[config.mk]
export PLATFORM = sky130hd
export DESIGN_NAME = uart_loader_ctrl
export DESIGN_NICKNAME = d
export VERILOG_FILES = /design/src/rtl/uart_loader_ctrl.sv
export SDC_FILE = /design/constraint.sdc
export NUM_CORES = 1
export LEC_CHECK = 0
export CAP_MARGIN = 20
export CORE_MARGIN = 2
export CORE_UTILIZATION = 35
export DETAILED_ROUTE_END_ITERATION = 7
export GPL_ROUTABILITY_DRIVEN = 1
export GPL_TIMING_DRIVEN = 0
export MAX_ROUTING_LAYER = met4
export PLACE_DENSITY = 0.63
export REMOVE_ABC_BUFFERS = 1
export SKIP_LAST_GASP = 1
export SYNTH_ARGS = -nofsm -noshare
export SYNTH_HDL_FRONTEND = slang
export SYNTH_SLANG_ARGS = --single-unit
[constraint.sdc]
create_clock -name clk -period 1.9 [get_ports clk]
set_clock_uncertainty 0.05 [all_clocks]
set_input_delay 0.285 -clock clk [delete_from_list [all_inputs] [get_ports clk]]
set_output_delay 0.285 -clock clk [all_outputs]
set_load 0.1 [all_outputs]
[src/rtl/uart_loader_ctrl.sv]
// -----------------------------------------------------------------------------
// uart_loader_ctrl
//
// Purpose: sequences the UART program loader. Each line offered by UartInput is
// captured, written to memory over a req/ack port at incrementing line-aligned
// addresses, and acknowledged back to UartInput with a one-cycle done strobe.
// The CPU is held in reset until totalMemoryWriteSize bytes have been committed.
//
// Optional feature: define UART_LOADER_TIMEOUT_EN to enable an ack watchdog.
// With it, a write that sees no ack for TimeoutCycles cycles is abandoned, the
// sticky loadError flag is raised and the block parks in an error state that
// keeps the CPU in reset. Without it, loadError is tied low and a write waits
// for its ack indefinitely.
//
// Ports:
//   clk                  in   system clock
//   rstN                 in   async active-low reset
//   totalMemoryWriteSize in   image size in bytes (0 = never finish)
//   uartWriteEnable      in   line valid, held until uartWriteDone
//   uartWriteValue       in   line data
//   uartWriteDone        out  one-cycle line-consumed strobe
//   memWriteReq          out  write request, held until memWriteAck
//   memWriteAddr         out  line-aligned byte address
//   memWriteValue        out  registered line data
//   memWriteAck          in   memory accepted the write this cycle
//   bytesWritten         out  saturating count of committed bytes
//   loadDone             out  image fully written (level)
//   cpuResetN            out  CPU reset, released once loadDone
//   loadError            out  sticky ack-timeout flag
// -----------------------------------------------------------------------------
module uart_loader_ctrl #(
   parameter int unsigned          LineSize      = 4,
   parameter int unsigned          ByteWidth     = 8,
   parameter int unsigned          AddrWidth     = 32,
   parameter logic [AddrWidth-1:0] BaseAddr      = '0,
   parameter int unsigned          TimeoutCycles = 1024
) (
   input  logic                          clk,
   input  logic                          rstN,
   input  logic [31:0]                   totalMemoryWriteSize,
   input  logic                          uartWriteEnable,
   input  logic [LineSize*ByteWidth-1:0] uartWriteValue,
   output logic                          uartWriteDone,
   output logic                          memWriteReq,
   output logic [AddrWidth-1:0]          memWriteAddr,
   output logic [LineSize*ByteWidth-1:0] memWriteValue,
   input  logic                          memWriteAck,
   output logic [31:0]                   bytesWritten,
   output logic                          loadDone,
   output logic                          cpuResetN,
   output logic                          loadError
);

   localparam int unsigned LineWidth = LineSize * ByteWidth;
   localparam logic [AddrWidth-1:0] AddrInc = AddrWidth'(LineSize);
   localparam logic [31:0] ByteInc = 32'(LineSize);

   localparam logic [2:0] StIdle  = 3'd0;
   localparam logic [2:0] StWrite = 3'd1;
   localparam logic [2:0] StAcked = 3'd2;
   localparam logic [2:0] StDone  = 3'd3;
`ifdef UART_LOADER_TIMEOUT_EN
   localparam logic [2:0] StError = 3'd4;
`endif

   logic [2:0]           r_state,     w_state;
   logic                 r_uart_done, w_uart_done;
   logic                 r_req,       w_req;
   logic [AddrWidth-1:0] r_addr,      w_addr;
   logic [LineWidth-1:0] r_value,     w_value;
   logic [31:0]          r_bytes,     w_bytes;
   logic                 r_load_done, w_load_done;
   logic                 r_cpu_rst_n, w_cpu_rst_n;
   logic                 r_error,     w_error;
`ifdef UART_LOADER_TIMEOUT_EN
   logic [31:0]          r_tcnt,      w_tcnt;
`else
   logic                 w_unused_timeout;
   assign w_unused_timeout = ^TimeoutCycles;
`endif

   always_comb begin
      w_state     = r_state;
      w_uart_done = 1'b0;
      w_req       = r_req;
      w_addr      = r_addr;
      w_value     = r_value;
      w_bytes     = r_bytes;
      w_load_done = r_load_done;
      w_cpu_rst_n = r_cpu_rst_n;
      w_error     = r_error;
`ifdef UART_LOADER_TIMEOUT_EN
      w_tcnt      = r_tcnt;
`endif
      case (r_state)
         StIdle: begin
            if (uartWriteEnable) begin
               w_value = uartWriteValue;
               w_req   = 1'b1;
               w_state = StWrite;
            end
         end
         StWrite: begin
            if (memWriteAck) begin
               w_req       = 1'b0;
               w_uart_done = 1'b1;
               w_addr      = r_addr + AddrInc;
               // Saturate so a runaway stream never wraps the count back below size.
               w_bytes     = (r_bytes > (32'hFFFF_FFFF - ByteInc)) ? 32'hFFFF_FFFF
                                                                 : r_bytes + ByteInc;
               w_state     = StAcked;
`ifdef UART_LOADER_TIMEOUT_EN
               w_tcnt      = '0;
            end else if (r_tcnt == TimeoutCycles - 1) begin
               w_req   = 1'b0;
               w_error = 1'b1;
               w_tcnt  = '0;
               w_state = StError;
            end else begin
               w_tcnt = r_tcnt + 32'd1;
`endif
            end
         end
         StAcked: begin
            // Size of zero means an open-ended stream: keep accepting lines.
            if ((totalMemoryWriteSize != 32'd0) && (r_bytes >= totalMemoryWriteSize)) begin
               w_load_done = 1'b1;
               w_cpu_rst_n = 1'b1;
               w_state     = StDone;
            end else begin
               w_state = StIdle;
            end
         end
         StDone: begin
            // Drain trailing lines without writing; skip the cycle the strobe is
            // already up so a still-held enable is not acked twice.
            if (uartWriteEnable && !r_uart_done) w_uart_done = 1'b1;
         end
`ifdef UART_LOADER_TIMEOUT_EN
         StError: begin
            if (uartWriteEnable && !r_uart_done) w_uart_done = 1'b1;
         end
`endif
         default: w_state = StIdle;
      endcase
   end

   always_ff @(posedge clk or negedge rstN) begin
      if (!rstN) begin
         r_state     <= StIdle;
         r_uart_done <= 1'b0;
         r_req       <= 1'b0;
         r_addr      <= BaseAddr;
         r_value     <= '0;
         r_bytes     <= '0;
         r_load_done <= 1'b0;
         r_cpu_rst_n <= 1'b0;
         r_error     <= 1'b0;
`ifdef UART_LOADER_TIMEOUT_EN
         r_tcnt      <= '0;
`endif
      end else begin
         r_state     <= w_state;
         r_uart_done <= w_uart_done;
         r_req       <= w_req;
         r_addr      <= w_addr;
         r_value     <= w_value;
         r_bytes     <= w_bytes;
         r_load_done <= w_load_done;
         r_cpu_rst_n <= w_cpu_rst_n;
         r_error     <= w_error;
`ifdef UART_LOADER_TIMEOUT_EN
         r_tcnt      <= w_tcnt;
`endif
      end
   end

   assign uartWriteDone = r_uart_done;
   assign memWriteReq   = r_req;
   assign memWriteAddr  = r_addr;
   assign memWriteValue = r_value;
   assign bytesWritten  = r_bytes;
   assign loadDone      = r_load_done;
   assign cpuResetN     = r_cpu_rst_n;
   assign loadError     = r_error;

endmodule

==> impl_metrics.ini, run 1 <==
[outcome]
outcome = complete, but fails checks
violations = negative setup slack

[drt]
dr.first_iter.drc_count = 268
dr_total_vias = 4525
route.detailed.wl_per_inst_um = 16.09
drt-pass1-iter-count = 4
detail-route-antenna-nets = 0
route.detailed.vias_per_inst = 5.033
drt_drc_violations_left = 0
wirelength_um = 14470

[sta]
final.setup.worst_slack_ns = -0.1653
fin_tns_setup_ns = -0.4306
headroom_to_the_max_slew_limit_pct = 35.49
grt_setup_unrepaired = yes
setup_viol = 4
final_max_slew_viol_count = 0
min_period_over_period_pct = 108.7
worst_tran_pin_value_ns = 0.9715
finalHoldViolCount = 0
fmax_mhz = 484.2
period_minus_slack_ns = 2.065

[worst_setup_path]
crit-reg2reg-launch = bytesWritten[26]
critPathCaptureType = flop
slowest_delay_ns = 0.44
worst-path-max-fanout = 3
critPathArrivalTime_ns = 2.26
worst-setup-path-type = flop to flop
kind_of_launch_point_of_the_worst_setup_path = flop
worst_ep_required_time_ns = 2.09
critical_path.slowest_cell = or4_4
worstPathCellList = ha_4, nand4_1, buf_4, or4_4, nor2_4, o31ai_4, o311ai_2
cp.buffers_inverters = 1
critical-path-top-delay-family = simple AND/OR/NAND/NOR gates
crit_start = bytesWritten[26]

[flow_run]
timing.max_cap.violations = 0

[yosys]
synth_cell_area_um2 = 5234
yosysUniqueCellTypes = 49
synthArstFlopShare_pct = 100.0
post_synth.cell_area_avg_um2 = 10.45
synth-edff-count = 0
register_area_share_after_synthesis_pct = 46.86
synth_seq_cells = 98
yosys_warnings = 0
netlist_instances = 501
synth-main-ff-cell = dfrtp_1

[finish]
multiInputGateArea_um2 = 2790
nNetsFinal = 813
flow.area_growth_from_synthesis_pct = 53.48
utilization_pct = 55.06
layout.cells.most_common = dfrtp_1
fill_cells = 1279
antenna_cells = 0
post_route_cells_drive_above_1_share_pct = 29.37
layout.area.seq_um2 = 2466
layout.cells.most_common_list = dfrtp_1, clkdlybuf4s15_2, clkdlybuf4s50_1

[grt]
grt_pass1_vias = 4542
grt_max_degree = 67
total_routing_usage_gr_pct = 18.75
antenna_violations_before_repair = 0
grt.overflow.total = 0
grt_first_pass_wirelength_um = 23260

[pwr]
p_switching_uw = 5684
sequential_cell_fraction_of_total_power_pct = 27.8
cell_internal_power_dissipation_uw = 5151
switching_share_pct = 52.46
max-vdd-ir-drop_mv = 0.7570
power.combinational.fraction_pct = 54.0
share_clk_of_total_power_pct = 18.3
static-leakage-power_uw = 0.003745
power.density_cell_area_nw_per_um2 = 1349

[hold_path]
min-delay-path-class = primary input to asynchronous set/reset pin

[cts]
number_of_clock_sinks_seen_by_cts = 98
ctsHtreeMaxLevel = 3
total_clock_buffers_created_by_cts = 9
clock-root-buffer = clkbuf_16
cts.reportedPaths.clkPinSlew_ns = 0.07
clock_insertion_delay_worst_skew_ns = 0.35
cts_tree = built
cts.path.max_buffers = 2

[place]
port_buffers = 165
place.gp.congestion = 0.8636
post-dp-hpwl_um = 10380

[floorplanning]
fp.dieH_um = 126.3
design.core.area_um2 = 14590
core.rowCount = 44
floorplan.io_pins = 169
initial_core_util_pct = 35.87
die-width_um = 126.3
die_area_um2 = 15950
synthesized netlist by cell type (4+ instances only):
| cell type | count | area share (%) |
|---|---|---|
| and2_1 | 4 | 0.48 |
| nor4_1 | 9 | 1.1 |
| nor2_1 | 25 | 1.8 |
| nor3_1 | 7 | 0.67 |
| nand2_1 | 56 | 4.0 |
| nand4_1 | 20 | 2.4 |
| buf_2 | 8 | 0.77 |
| xnor2_1 | 22 | 3.7 |
| dfrtp_1 | 98 | 47 |
| and3_1 | 12 | 1.4 |
| ha_1 | 35 | 8.4 |
| mux2_2 | 32 | 6.9 |
| inv_1 | 37 | 2.7 |
| nand3_1 | 27 | 2.6 |
| xor2_1 | 31 | 5.2 |
| buf_4 | 6 | 0.86 |
| and4_1 | 5 | 0.84 |
| a21oi_1 | 23 | 2.2 |
state kept, by name, summed over array words and instances (netlist names):
name	count
memWriteAddr	30
cpuResetN	1
r_state	2
bytesWritten	31
memWriteValue	32
memWriteReq	1
uartWriteDone	1
worst paths after layout:
kind	to	slack, ns	depth (start not counted)
max	cpuResetN	-0.17	7
min	memWriteAddr[10]	0.37	2
max reg2reg	cpuResetN	-0.17	7
min reg2reg	memWriteAddr[31]	0.41	1
max in group asynchronous	bytesWritten[30]	0.71	3
min in group clk	memWriteAddr[31]	0.41	1
metal layers:
metal	track usage, %	part of all wire, %	up-vias
li1	-	-	2162
met1	23.43	45	2180
met2	30.23	48	156
met3	4.460	5.3	27
met4	5.882	2.2	0
met5	-	0	-
what timing repair did:
action | CTS | global route
buffers inserted | 30 | 12
endpoints found under the setup margin | 173 | 76
hold buffers | 1 | 0
pin swaps | 21 | 16
gates resized for setup | 281 | 41
endpoints found under the hold margin | 32 | 0
gates cloned | 0 | 0
metrics by stage:
step	cell area, µm²	hold slack [ns]	instances	total power (µW)	setup WS (ns)
after floorplan	5156	-0.06059	489	7449	-1.311
after global placement	7038	0.4043	838	8873	-3.188
after detailed placement	7102	0.2221	840	9002	-0.7615
after CTS	7910	0.3908	887	10830	-0.1619
after global routing	8033	0.4179	899	11270	-0.2521
final	8033	0.3737	899	10830	-0.1653
cell families (layout without fill, tap and decap cells):
group,count (synthesis),after routing,synth area share (%)
AND/OR/NAND/NOR,188,188,19.70
flip-flops,98,98,46.86
XOR/XNOR,53,53,8.869
buffers and inverters,51,263,4.279
AO/OA/AOI/OAI,43,43,4.973
adder cells (fa/ha/maj),35,35,8.367
multiplexers,32,32,6.885
other,1,3,0.07165
layout make-up:
cell class / instances / area share [%]
Multi-Input combinational cell: 354 / 34.74
Timing Repair Buffer: 210 / 25.97
Clock buffer: 12 / 3.069
Tap cell: 184 / 2.866
Sequential cell: 98 / 30.70
Clock inverter: 4 / 0.9346
Inverter: 37 / 1.729
power groups by stage:
stage                     registers (µW)  logic (µW)  clock network, µW
after floorplan                     6490         958                  0
after global placement              3010        5860                  0
after detailed placement            3050        5960                  0
after CTS                           3000        5810               2020
after global routing                3090        6060               2110
final                               3010        5850               1980
worst register-to-register path, delay by kind of cell (launching register included):
kind	cells	cell delay (ns)
AO/OA/AOI/OAI	2	0.36
AND/OR/NAND/NOR	3	0.69
adder cells (fa/ha/maj)	1	0.28
buffers and inverters	1	0.15
flip-flops	1	0.42
(Power assumes the default switching activity.)
==> inputs of run 2 (changes only) <==
CAP_MARGIN = 25   (was 20)
GPL_ROUTABILITY_DRIVEN = not set   (was 1)
==> impl_metrics.ini, run 2 (synthesized netlist as in run 1, its figures left out) <==
[finish]
flow.area_growth_from_synthesis_pct = 54.70
nNetsFinal = 816
fin_cells = 902
utilization_pct = 55.50
layout.area.seq_um2 = 2474
layout.cells.most_common_list = dfrtp_1, clkdlybuf4s15_2, nand2_1, clkdlybuf4s50_1, buf_4
post_route_cells_drive_above_1_share_pct = 31.24
multiInputGateArea_um2 = 2819
layout.cells.most_common = dfrtp_1
largest_register_ff_count = 32
fill_cells = 1269
layout.cell_area.non_filler_um2 = 8097

[drt]
drt_drc_violations_left = 0
dr_total_vias = 4559
wirelength_um = 14390
detail-route-antenna-nets = 0
dr.first_iter.drc_count = 274
drt-pass1-iter-count = 4
route.detailed.wl_per_inst_um = 15.96
route.detailed.vias_per_inst = 5.054

[floorplanning]
initial_core_util_pct = 35.87
floorplan.io_pins = 169
fp.dieH_um = 126.3
die-width_um = 126.3
die_area_um2 = 15950
design.core.area_um2 = 14590
core.rowCount = 44

[pwr]
static-leakage-power_uw = 0.003753
max-vdd-ir-drop_mv = 0.6734
power.density_cell_area_nw_per_um2 = 1343

[flow_run]
timing.max_cap.violations = 0

[sta]
worst_tran_pin_value_ns = 0.9638
headroom_to_the_max_slew_limit_pct = 35.99
min_period_over_period_pct = 106.3
period_minus_slack_ns = 2.020
fmax_mhz = 495.1
grt_setup_unrepaired = yes
final.setup.worst_slack_ns = -0.1199
final_max_slew_viol_count = 0
setup_viol = 3
fin_worst_hold_slack_ns = 0.3141
finalHoldViolCount = 0

[worst_setup_path]
crit-reg2reg-launch = bytesWritten[31]
critPathCaptureType = flop
critPathArrivalTime_ns = 2.22
rrSetupSlack_ns = -0.12
worst-r2r-cell-count = 6
worst-path-max-fanout = 3
worst-setup-path-type = flop to flop
r2r-end = cpuResetN
kind_of_launch_point_of_the_worst_setup_path = flop
worst_ep_required_time_ns = 2.10

[cts]
total_clock_buffers_created_by_cts = 9
number_of_clock_sinks_seen_by_cts = 98
clock-root-buffer = clkbuf_16
cts.path.max_buffers = 2
cts.reportedPaths.clkPinSlew_ns = 0.06
cts_tree = built
ctsHtreeMaxLevel = 3
clock_insertion_delay_worst_skew_ns = 0.35

[place]
placed_area_um2 = 7109
port_buffers = 165
place.gp.congestion = 0.8636
place.detailed.instances = 841
post-dp-hpwl_um = 10390

[hold_path]
min_to = uartWriteDone
min_delay_path_depth = 3
holdCritStartpoint = memWriteAck
min-delay-path-class = primary input to flop

[grt]
grt_max_degree = 67
grt.overflow.total = 0
total_routing_usage_gr_pct = 19.03
grt_pass1_vias = 4527
grtUsageMet3_pct = 3.696
grt_use_met1_pct = 24.06
grt_first_pass_wirelength_um = 23470
global_route.usage.met2_pct = 30.36
grt_most_used_layer = met2
antenna_violations_before_repair = 1

[outcome]
violations = negative setup slack
outcome = complete, but fails checks
run 2: power by group:
part	total, µW	internal, µW	switching, µW
combinational	5890	1410	4480
clock	1980	1220	763
sequential	3000	2600	408
total	10900	5230	5650
run 2: per-layer routing:
layer | part of all wire (%) | vias up
met1 | 44 | 2213
li1 | - | 2166
met4 | 2.2 | 0
met2 | 49 | 154
met5 | 0 | -
met3 | 5.2 | 26
run 2: metrics by stage:
step	power (µW)	setup TNS [ns]	worst slack, ns
after floorplan	7449	-48.93	-1.311
after global placement	8873	-392.32	-3.188
after detailed placement	9001	-39.39	-0.7701
after CTS	10830	-0.2588	-0.1680
after global routing	11320	-0.9011	-0.1894
final	10880	-0.2842	-0.1199
run 2: worst max-delay path by stage:
stage / cells past startpoint / startpoint / slack (ns) / end
after floorplan: 7 / bytesWritten[0] / -1.31 / r_state[0]
after global placement: 1 / rstN / -3.19 / memWriteValue[31]
after detailed placement: 8 / totalMemoryWriteSize[27] / -0.77 / cpuResetN
after CTS: 6 / bytesWritten[27] / -0.17 / cpuResetN
after global routing: 6 / bytesWritten[30] / -0.19 / cpuResetN
final: 6 / bytesWritten[31] / -0.12 / cpuResetN
run 2: timing repair:
| item | CTS | global route |
|---|---|---|
| pin swaps | 20 | 22 |
| gates resized for setup | 277 | 59 |
| buffers inserted | 29 | 16 |
| endpoints found under the hold margin | 32 | 0 |
| hold buffers | 1 | 0 |
| cloned | 0 | 0 |
| setup endpoints to repair | 173 | 76 |
run 2: critical path: stages (launching register included):
cell and delay (ns):
dfrtp_2 0.42, ha_4 0.27, nand4_1 0.16, or4_4 0.55, nor2_4 0.15, o31ai_4 0.11, o311ai_2 0.22
run 2: layout make-up:
| type | instances | area share, % |
|---|---|---|
| Multi-Input combinational cell | 354 | 34.82 |
| Sequential cell | 98 | 30.55 |
| Timing Repair Buffer | 213 | 26.09 |
| Clock buffer | 13 | 3.214 |
| Tap cell | 184 | 2.843 |
| Inverter | 37 | 1.715 |
| Clock inverter | 2 | 0.7418 |
| Antenna cell | 1 | 0.03091 |
==> inputs of run 3 (changes only) <==
PLACE_DENSITY = 0.68   (was 0.63)
SLEW_MARGIN = 20   (was not set)
==> impl_metrics.ini, run 3 (synthesized netlist as in run 1, its figures left out) <==
[outcome]
outcome = complete, but fails checks
violations = negative setup slack

[floorplanning]
floorplan.io_pins = 169
die-width_um = 126.3
initial_core_util_pct = 35.87
core.rowCount = 44
fp.dieH_um = 126.3
design.core.area_um2 = 14590
die_area_um2 = 15950

[cts]
clock_insertion_delay_worst_skew_ns = 0.34
cts.reportedPaths.clkPinSlew_ns = 0.06
cts.path.max_buffers = 2
total_clock_buffers_created_by_cts = 9
clock-root-buffer = clkbuf_16
cts_tree = built
ctsHtreeMaxLevel = 3
number_of_clock_sinks_seen_by_cts = 98

[sta]
final.setup.worst_slack_ns = -0.1234
finalHoldViolCount = 0
grt_setup_unrepaired = yes
fmax_mhz = 494.2
min_period_over_period_pct = 106.5
final_max_slew_viol_count = 0
headroom_to_the_max_slew_limit_pct = 35.43
period_minus_slack_ns = 2.023
worst_tran_pin_value_ns = 0.9723
setup_viol = 3

[worst_setup_path]
rrSetupSlack_ns = -0.12
worst-setup-path-type = primary input to flop
critPathCaptureType = flop
kind_of_launch_point_of_the_worst_setup_path = primary input
crit-reg2reg-launch = bytesWritten[31]
worstPathCellList = clkdlybuf4s50_1, inv_1, ha_1, nand2_1, or4_4, nor2_4, o31ai_4, o311ai_2
slowest_delay_ns = 0.58
crit_start = totalMemoryWriteSize[23]
worst-path-max-fanout = 3
critPathArrivalTime_ns = 2.22
critical_path.slowest_cell = or4_4
worst_ep_required_time_ns = 2.09

[pwr]
power.combinational.fraction_pct = 54.3
static-leakage-power_uw = 0.003757
max-vdd-ir-drop_mv = 0.7341
switching_share_pct = 51.91
p_switching_uw = 5696
power.density_cell_area_nw_per_um2 = 1374
share_clk_of_total_power_pct = 18.4
sequential_cell_fraction_of_total_power_pct = 27.2
cell_internal_power_dissipation_uw = 5276

[finish]
flow.area_growth_from_synthesis_pct = 52.59
fin_cells = 896
layout.cells.most_common = dfrtp_1
antenna_cells = 0
nNetsFinal = 812
layout.cell_area.non_filler_um2 = 7986
largest_register_ff_count = 32
post_route_cells_drive_above_1_share_pct = 30.76
layout.cells.most_common_list = dfrtp_1, clkdlybuf4s15_2, clkdlybuf4s50_1

[grt]
grt_pass1_vias = 4628
grt_max_degree = 75
total_routing_usage_gr_pct = 18.83
grt.overflow.total = 0
grt_first_pass_wirelength_um = 23460
antenna_violations_before_repair = 0

[flow_run]
timing.max_cap.violations = 0

[drt]
route.detailed.wl_per_inst_um = 16.02
drt_drc_violations_left = 0
wirelength_um = 14350
dr.first_iter.drc_count = 241
detail-route-antenna-nets = 0
drt-pass1-iter-count = 4
route.detailed.vias_per_inst = 5.041
dr_total_vias = 4517

[hold_path]
min-delay-path-class = primary input to asynchronous set/reset pin

[place]
placed_area_um2 = 7117
place.detailed.instances = 843
port_buffers = 165
post-dp-hpwl_um = 10390
place.gp.congestion = 0.8671
-- run 3: final cells by class --
type	count	area, µm²
clock buffers	11	232.7
clock inverters	3	90.09
well taps	184	230.2
flip-flops and latches	98	2470
repair buffers	209	2004
inverters	37	138.9
fillers	1228	6603
multi-input cells	354	2820
-- run 3: per-layer routing --
| metal | routed length, µm | vias to the layer above | track usage, % |
|---|---|---|---|
| li1 | - | 2162 | - |
| met1 | 5991 | 2190 | 22.40 |
| met2 | 7416 | 142 | 32.38 |
| met3 | 710 | 23 | 4.376 |
| met4 | 231 | 0 | 4.590 |
| met5 | 0 | - | - |
-- run 3: path summary, 6_finish.rpt --
path	to	depth (start not counted)
max	cpuResetN	8
min	memWriteAddr[9]	2
max reg2reg	cpuResetN	6
min reg2reg	memWriteAddr[31]	1
max in group asynchronous	bytesWritten[24]	3
min in group clk	uartWriteDone	3
-- run 3: critical path, delay by kind of cell --
family	cells	cell delay, ns
AND/OR/NAND/NOR	3	0.78
buffers and inverters	2	0.53
AO/OA/AOI/OAI	2	0.32
adder cells (fa/ha/maj)	1	0.29
-- run 3: timing repair --
item	in CTS	in global routing
setup endpoints to repair	164	77
hold endpoints to repair	24	0
gates resized for setup	280	62
buffers inserted	26	13
cloned	0	0
pin swaps	18	14
hold buffers	1	0
-- run 3: stage by stage --
step	hold WS, ns	setup WS [ns]	utilization (%)	power (µW)	setup TNS, ns
after floorplan	-0.06059	-1.311	-	7449	-48.93
after global placement	0.4263	-3.163	48.24	8887	-389.10
after detailed placement	0.1181	-0.7477	48.78	9018	-38.18
after CTS	0.3206	-0.1072	53.98	10930	-0.2608
after global routing	0.3428	-0.2152	54.74	11430	-1.593
final	0.3261	-0.1234	54.74	10970	-0.2340
-- run 3: power groups by stage --
stage | clock, µW | combinational (µW) | sequential (µW)
final | 2020 | 5960 | 2990
after detailed placement | 0 | 5970 | 3050
after global routing | 2170 | 6190 | 3070
after global placement | 0 | 5870 | 3020
after CTS | 2080 | 5860 | 3000
after floorplan | 0 | 958 | 6490
